==> src/rtl/lia_boxcar_decimator_if.sv <==
// Stream bundle of the boxcar decimator: mixer product in, decimated average out.
interface lia_boxcar_decimator_if #(
    parameter int unsigned INPUT_WIDTH  = 14,
    parameter int unsigned OUTPUT_WIDTH = 16
);
    logic signed [INPUT_WIDTH-1:0]  in_data;
    logic                           in_valid;
    logic                           sync;
    logic signed [OUTPUT_WIDTH-1:0] out_data;
    logic                           out_valid;
    logic                           out_sat;

    // Producer of the mixer stream / consumer of the averaged result.
    modport master (
        output in_data,
        output in_valid,
        output sync,
        input  out_data,
        input  out_valid,
        input  out_sat
    );

    // The decimator itself.
    modport slave (
        input  in_data,
        input  in_valid,
        input  sync,
        output out_data,
        output out_valid,
        output out_sat
    );
endinterface

==> src/rtl/lia_boxcar_decimator.sv <==
// Integrate-and-dump boxcar decimator: averages 2^log2_n mixer products,
// applies a power-of-two gain with saturation, strobes one word per window.
module lia_boxcar_decimator #(
    parameter int unsigned INPUT_WIDTH  = 14,
    parameter int unsigned OUTPUT_WIDTH = 16,
    parameter int unsigned MAX_LOG2_N   = 16
) (
    input  logic                  clk,
    input  logic                  rst,
    input  logic                  en_i,
    input  logic [4:0]            log2_n_i,
    input  logic [2:0]            gain_shift_i,
    lia_boxcar_decimator_if.slave bus
);

    localparam int unsigned LOG2_WIDTH = 5;
    localparam int unsigned GAIN_WIDTH = 3;
    localparam int unsigned MAX_GAIN   = 7;
    localparam int unsigned ACC_WIDTH  = INPUT_WIDTH + MAX_LOG2_N;
    localparam int unsigned CNT_WIDTH  = MAX_LOG2_N + 1;
    localparam int unsigned SCL_WIDTH  = ACC_WIDTH + MAX_GAIN;
    localparam int unsigned HI_WIDTH   = SCL_WIDTH - OUTPUT_WIDTH + 1;

    typedef enum logic [0:0] {
        ST_IDLE  = 1'b0,
        ST_ACCUM = 1'b1
    } state_t;

    state_t                        state_q,     state_d;
    logic signed [ACC_WIDTH-1:0]   acc_q,       acc_d;
    logic        [CNT_WIDTH-1:0]   cnt_q,       cnt_d;
    logic        [LOG2_WIDTH-1:0]  win_log2_q,  win_log2_d;
    logic        [GAIN_WIDTH-1:0]  win_gain_q,  win_gain_d;
    logic signed [ACC_WIDTH-1:0]   dump_q,      dump_d;
    logic        [LOG2_WIDTH-1:0]  dump_log2_q, dump_log2_d;
    logic        [GAIN_WIDTH-1:0]  dump_gain_q, dump_gain_d;
    logic                          dump_vld_q,  dump_vld_d;
    logic signed [OUTPUT_WIDTH-1:0] out_data_q, out_data_d;
    logic                          out_valid_q, out_valid_d;
    logic                          out_sat_q,   out_sat_d;

    logic        [LOG2_WIDTH-1:0]  log2_clamped;
    logic signed [ACC_WIDTH-1:0]   sample_ext;
    logic signed [ACC_WIDTH-1:0]   base_acc;
    logic        [CNT_WIDTH-1:0]   base_cnt;
    logic signed [ACC_WIDTH-1:0]   acc_sum;
    logic                          first;
    logic        [LOG2_WIDTH-1:0]  eff_log2;
    logic        [GAIN_WIDTH-1:0]  eff_gain;
    logic        [CNT_WIDTH-1:0]   win_last;
    logic signed [ACC_WIDTH-1:0]   mean;
    logic signed [SCL_WIDTH-1:0]   scaled;
    logic        [HI_WIDTH-1:0]    scaled_hi;
    logic                          over;

    // Window sizes beyond what the accumulator is built for fold to the maximum.
    assign log2_clamped = (log2_n_i > LOG2_WIDTH'(MAX_LOG2_N)) ? LOG2_WIDTH'(MAX_LOG2_N)
                                                               : log2_n_i;

    // Sync restarts the window on this very edge, so the accumulation base is zero.
    assign sample_ext = ACC_WIDTH'(bus.in_data);
    assign base_acc   = bus.sync ? '0 : acc_q;
    assign base_cnt   = bus.sync ? '0 : cnt_q;
    assign acc_sum    = base_acc + sample_ext;

    // The first sample of a window uses the live parameters it latches.
    assign first    = (base_cnt == '0);
    assign eff_log2 = first ? log2_clamped : win_log2_q;
    assign eff_gain = first ? gain_shift_i : win_gain_q;
    assign win_last = (CNT_WIDTH'(1) << eff_log2) - CNT_WIDTH'(1);

    // Output datapath: floor mean, full-width gain, overflow when high bits disagree.
    assign mean      = dump_q >>> dump_log2_q;
    assign scaled    = SCL_WIDTH'(mean) <<< dump_gain_q;
    assign scaled_hi = scaled[SCL_WIDTH-1:OUTPUT_WIDTH-1];
    assign over      = !((&scaled_hi) || !(|scaled_hi));

    // State and datapath registers.
    always_ff @(posedge clk or posedge rst) begin
        if (rst) begin
            state_q     <= ST_IDLE;
            acc_q       <= '0;
            cnt_q       <= '0;
            win_log2_q  <= '0;
            win_gain_q  <= '0;
            dump_q      <= '0;
            dump_log2_q <= '0;
            dump_gain_q <= '0;
            dump_vld_q  <= 1'b0;
            out_data_q  <= '0;
            out_valid_q <= 1'b0;
            out_sat_q   <= 1'b0;
        end else begin
            state_q     <= state_d;
            acc_q       <= acc_d;
            cnt_q       <= cnt_d;
            win_log2_q  <= win_log2_d;
            win_gain_q  <= win_gain_d;
            dump_q      <= dump_d;
            dump_log2_q <= dump_log2_d;
            dump_gain_q <= dump_gain_d;
            dump_vld_q  <= dump_vld_d;
            out_data_q  <= out_data_d;
            out_valid_q <= out_valid_d;
            out_sat_q   <= out_sat_d;
        end
    end

    // Next-state: window accumulation, dump on sample N, then the output stage.
    always_comb begin
        state_d     = state_q;
        acc_d       = acc_q;
        cnt_d       = cnt_q;
        win_log2_d  = win_log2_q;
        win_gain_d  = win_gain_q;
        dump_d      = dump_q;
        dump_log2_d = dump_log2_q;
        dump_gain_d = dump_gain_q;
        dump_vld_d  = 1'b0;
        out_data_d  = out_data_q;
        out_valid_d = dump_vld_q;
        out_sat_d   = 1'b0;

        unique case (state_q)
            ST_IDLE: begin
                acc_d = '0;
                cnt_d = '0;
                if (en_i) begin
                    state_d = ST_ACCUM;
                end
            end
            ST_ACCUM: begin
                if (!en_i) begin
                    state_d = ST_IDLE;
                    acc_d   = '0;
                    cnt_d   = '0;
                end else if (bus.in_valid) begin
                    if (first) begin
                        win_log2_d = log2_clamped;
                        win_gain_d = gain_shift_i;
                    end
                    if (base_cnt == win_last) begin
                        dump_d      = acc_sum;
                        dump_log2_d = eff_log2;
                        dump_gain_d = eff_gain;
                        dump_vld_d  = 1'b1;
                        acc_d       = '0;
                        cnt_d       = '0;
                    end else begin
                        acc_d = acc_sum;
                        cnt_d = base_cnt + CNT_WIDTH'(1);
                    end
                end else begin
                    acc_d = base_acc;
                    cnt_d = base_cnt;
                end
            end
            default: begin
                state_d = ST_IDLE;
            end
        endcase

        // A dump already taken always finishes, independent of en/sync.
        if (dump_vld_q) begin
            out_sat_d = over;
            if (!over) begin
                out_data_d = scaled[OUTPUT_WIDTH-1:0];
            end else if (scaled[SCL_WIDTH-1]) begin
                out_data_d = {1'b1, {(OUTPUT_WIDTH-1){1'b0}}};
            end else begin
                out_data_d = {1'b0, {(OUTPUT_WIDTH-1){1'b1}}};
            end
        end
    end

    assign bus.out_data  = out_data_q;
    assign bus.out_valid = out_valid_q;
    assign bus.out_sat   = out_sat_q;

endmodule

==> src/flat_wrapper.sv <==
// flat-port wrapper written by rule: the top's interface ports become plain ports
module lia_boxcar_decimator_flat 
#(
    parameter int unsigned INPUT_WIDTH  = 14,
    parameter int unsigned OUTPUT_WIDTH = 16,
    parameter int unsigned MAX_LOG2_N   = 16
)
  (clk, rst, en_i, log2_n_i, gain_shift_i, bus_in_data, bus_in_valid, bus_sync, bus_out_data, bus_out_valid, bus_out_sat);
  lia_boxcar_decimator_if #(.INPUT_WIDTH(INPUT_WIDTH), .OUTPUT_WIDTH(OUTPUT_WIDTH)) bus_i ();
  input  logic clk;
  input  logic rst;
  input  logic en_i;
  input  logic [4:0] log2_n_i;
  input  logic [2:0] gain_shift_i;
  input wire logic [$bits(bus_i.in_data)-1:0] bus_in_data;
  input wire logic [$bits(bus_i.in_valid)-1:0] bus_in_valid;
  input wire logic [$bits(bus_i.sync)-1:0] bus_sync;
  output wire logic [$bits(bus_i.out_data)-1:0] bus_out_data;
  output wire logic [$bits(bus_i.out_valid)-1:0] bus_out_valid;
  output wire logic [$bits(bus_i.out_sat)-1:0] bus_out_sat;
  assign bus_i.in_data = bus_in_data;
  assign bus_i.in_valid = bus_in_valid;
  assign bus_i.sync = bus_sync;
  assign bus_out_data = bus_i.out_data;
  assign bus_out_valid = bus_i.out_valid;
  assign bus_out_sat = bus_i.out_sat;
  lia_boxcar_decimator #(.INPUT_WIDTH(INPUT_WIDTH), .OUTPUT_WIDTH(OUTPUT_WIDTH), .MAX_LOG2_N(MAX_LOG2_N)) u_core (.clk(clk), .rst(rst), .en_i(en_i), .log2_n_i(log2_n_i), .gain_shift_i(gain_shift_i), .bus(bus_i));
endmodule
==> config.mk <==
export PLATFORM = sky130hd
export DESIGN_NAME = lia_boxcar_decimator_flat
export DESIGN_NICKNAME = d
export VERILOG_FILES = /design/src/rtl/lia_boxcar_decimator_if.sv /design/src/rtl/lia_boxcar_decimator.sv /design/src/flat_wrapper.sv
export SDC_FILE = /design/constraint.sdc
export NUM_CORES = 1
export LEC_CHECK = 0
export BUFFER_PORTS_ARGS = -buffer_cell sky130_fd_sc_hd__clkbuf_2
export CAP_MARGIN = 5
export CORE_ASPECT_RATIO = 2
export CORE_MARGIN = 1.5
export CORE_UTILIZATION = 58
export DETAILED_ROUTE_END_ITERATION = 8
export PLACE_DENSITY = 0.83
export SLEW_MARGIN = 20
export SYNTH_ARGS = -nofsm -noshare
export SYNTH_HDL_FRONTEND = slang
export SYNTH_SLANG_ARGS = --single-unit
==> constraint.sdc <==
create_clock -name clk -period 4.2 [get_ports clk]
set_input_delay 0 -clock clk [delete_from_list [all_inputs] [get_ports clk]]
set_output_delay 0 -clock clk [all_outputs]
set_load 0.01 [all_outputs]
==> results.ini <==
[pwr]
power_leakage_nw = 5.73
power.total_mw = 3.05
vdd_drop_max_mv = 0.360
powerDensity_nw_per_um2 = 235

[cells_and_area]
finish.instance_area_sq_um = 12900
finalNetCount = 1391
register_area_sq_um = 2840
multi_input_comb_area_sq_um = 7660
final.fill_count = 1323
drive_above_1_share_pct = 27.3
syn_to_final_growth_pct = 20.6
antenna_cells = 0

[logic_synthesis]
ys_seq_elements = 113
async_reset_ff_share_pct = 100
synth-main-ff-cell = dfrtp_1
synth_xor_area_share_pct = 3.75
synth_simple_gate_area_share_pct = 19.9
synth_compound_area_share_pct = 21.6
yosysTopAreaCell = dfrtp_1
netlist_top_cells_area = dfrtp_1 (26%), mux2_2 (6.7%), mux4_2 (5.7%), mux2i_1 (4.8%), nor2_1 (4.6%)
synth_nets = 1274
muxShareOfSynthArea_pct = 19.3
yosysWarnings = 0
ys_types = 92
synth-edff-count = 0
synthesis.area_sq_um = 10700
ys_seq_area_share_pct = 26.3
synth_top_family_by_area = compound AO/OA/AOI/OAI gates
synth_area_per_cell_sq_um = 8.84
synth_top_area_share_pct = 26.3
synth-adder-area-share_pct = 3.92
netlist_instances = 1214

[drt]
drt-pass1-iter-count = 5
vias = 10800
antenna_left = 0
routedWlPerCell_um = 22.8
drc = 0
wl_um = 35500
drtIter0Drc = 837
via_per_inst = 6.92

[clocking]
clk_latency_ns = 0.42
htree_levels = 4
clk_pin_slew_ns = 0.06
cts_sinks = 113
cts_tree = done
cts_buffers = 17
cts_root_buf = clkbuf_16
cts_buffer_depth = 2

[worst_setup_path]
path_class = flip-flop to flip-flop
cp_data_required_time_ns = 4.50
end_kind = flip-flop
cp_max_fo = 8
critical_path_arrival_ns = 4.67
crit_chain = nor4_4, a41o_1, and2_4, mux2i_4, nand3_4, ha_4, buf_4, or4b_4, and3_4, a31oi_4, nand4_1, or4b_4, nor2_4, buf_6, buf_12, buf_16, mux2_2
crit_top_cell = or4b_4
crit_path_start_kind = flip-flop
critPathSlowestCell = or4b_4
cpPeakStageDelay_ns = 0.57

[status]
violations = negative setup slack
status = complete, but fails checks

[placed_design]
dp_hpwl_um = 24500
numPortBuffers = 44
place_congestion = 1.07
place_area_sq_um = 11800

[timing]
min_period_ns = 4.37
period_share_pct = 104
hold_viol = 0
rsz0062_at_grt = yes
setup_viol = 40
max_freq_ghz = 0.229
slew_headroom_pct = 29.4
worst_slack_ns = -0.168
tightest_slew_ns = 1.06
slew_violations = 0
skew_ns = 0.0131

[grt]
first_global_vias = 10900
antenna_found_initial = 1
grt_pass1_wl_um = 56100
grt_max_degree = 60
grt.total_usage_pct = 36.9
gr-total-overflow = 0

[floorplanning]
die_area_sq_um = 19400
start_util_pct = 58.9
coreArea_sq_um = 18200
top_level_ports = 45
rows = 70
die_x_um = 99.2
die_h_um = 195

[worst_hold_path]
hold_path_class = primary input to flip-flop

[run]
drv_cap = 0

## critical path: cells and delay by family (launching register included)
family	cells	cell delay, ns
AO/OA/AOI/OAI	2	0.38
adder cells (fa/ha/maj)	1	0.20
buffers and inverters	4	0.55
flip-flops	1	0.40
multiplexers	2	0.60
AND/OR/NAND/NOR	8	2.11
## stage by stage
step	hold WS [ns]	util, %	worst slack, ns	instances	TNS (ns)
CTS	0.0889	69.8	-0.0630	1547	-0.678
finish	0.100	71.1	-0.168	1559	-3.67
floorplan	0.0314	-	0.00342	1214	0
detailed placement	0.141	64.6	-0.250	1498	-14.23
global route	0.117	71.1	-0.255	1559	-9.90
global placement	0.138	64.6	-0.116	1498	-5.62
## kinds of logic after synthesis
family	count (synthesis)
adders and majority gates	33
AOI/OAI and AO/OA	328
buffers and inverters	117
and+or+nand+nor	423
muxes	154
DFF	113
xor gates and xnor gates	46
## registers in the layout, summed over array words and instances (netlist names)
signal and cells:
u_core.dump_q 30, u_core.dump_gain_q 3, u_core.cnt_q 17, u_core.dump_log2_q 5, u_core.win_gain_q 3, u_core.dump_vld_q 1
u_core.win_log2_q 5, u_core.bus.out_valid 1, u_core.bus.out_data 16, u_core.bus.out_sat 1, u_core.state_q 1, u_core.acc_q 30
## final cells by class
class | count | area share (%)
flip-flops and latches | 113 | 21.9
repair buffers | 188 | 11.4
clock inverters | 10 | 1.03
clock buffers | 21 | 3.63
well taps | 216 | 2.09
multi-input cells | 984 | 59.1
inverters | 27 | 0.802
## report_power, final
part | total (mW) | internal, mW | switching (mW)
combinational | 0.410 | 0.165 | 0.246
sequential | 1.13 | 1.11 | 0.0183
clock | 1.51 | 0.972 | 0.534
total | 3.05 | 2.25 | 0.798
## synth_stat cells (8+ instances only)
cell type and number:
a211o_1 8, a211oi_1 19, a21o_1 16, a21oi_1 58, a221o_1 15, a31oi_1 34
and2_1 36, and3_1 22, buf_2 15, clkbuf_1 54, dfrtp_1 113, ha_1 32
inv_1 27, mux2_2 64, mux2i_1 51, mux4_2 27, nand2_1 72, nand2b_1 12
nand3_1 23, nand4_1 8, nor2_1 131, nor2b_1 46, nor3_1 32, nor4_1 8
o211ai_1 14, o21a_1 11, o21ai_0 48, o22ai_1 8, xnor2_1 33, xor2_1 13
## path summary, 6_finish.rpt
check	startpoint	to	slack [ns]	cells after the start
max in group asynchronous	rst	u_core.dump_q[17]	2.98	4
min reg2reg	u_core.bus.out_data[5]	u_core.bus.out_data[5]	0.49	1
max	u_core.cnt_q[2]	u_core.dump_q[12]	-0.17	17
min in group asynchronous	rst	u_core.dump_gain_q[2]	0.26	3
max reg2reg	u_core.cnt_q[2]	u_core.dump_q[12]	-0.17	17
min	bus_sync	u_core.cnt_q[8]	0.10	3
## layout by cell type (no fill, tap or decap), types with 27 or more instances in the layout
| master | instances |
|---|---|
| a21oi_1 | 58 |
| a31oi_1 | 30 |
| and2_1 | 35 |
| buf_4 | 122 |
| clkbuf_2 | 44 |
| dfrtp_1 | 110 |
| ha_1 | 31 |
| mux2_2 | 45 |
| mux2i_1 | 46 |
| mux4_2 | 27 |
| nand2_1 | 70 |
| nor2_1 | 127 |
| nor2b_1 | 46 |
| nor3_1 | 32 |
| o21ai_0 | 44 |
| xnor2_1 | 32 |
## routing by layer
| metal | GRT usage [%] | share of wire, % | vias to the layer above |
|---|---|---|---|
| li1 | - | - | 4798 |
| met1 | 37.3 | 34 | 5221 |
| met2 | 66.5 | 52 | 549 |
| met3 | 6.69 | 5.7 | 217 |
| met4 | 26.5 | 8.4 | 2 |
| met5 | 0 | 0.039 | - |
## repair_timing
action / 4_1_cts / 5_1_grt
pin swaps: 9 / 15
gates resized for setup: 31 / 34
hold buffers: 7 / 0
cloned: 3 / 0
buffers inserted: 8 / 12
endpoints found under the setup margin: 85 / 98
hold endpoints to repair: 66 / 0
Power figures use the tool's default switching activity.
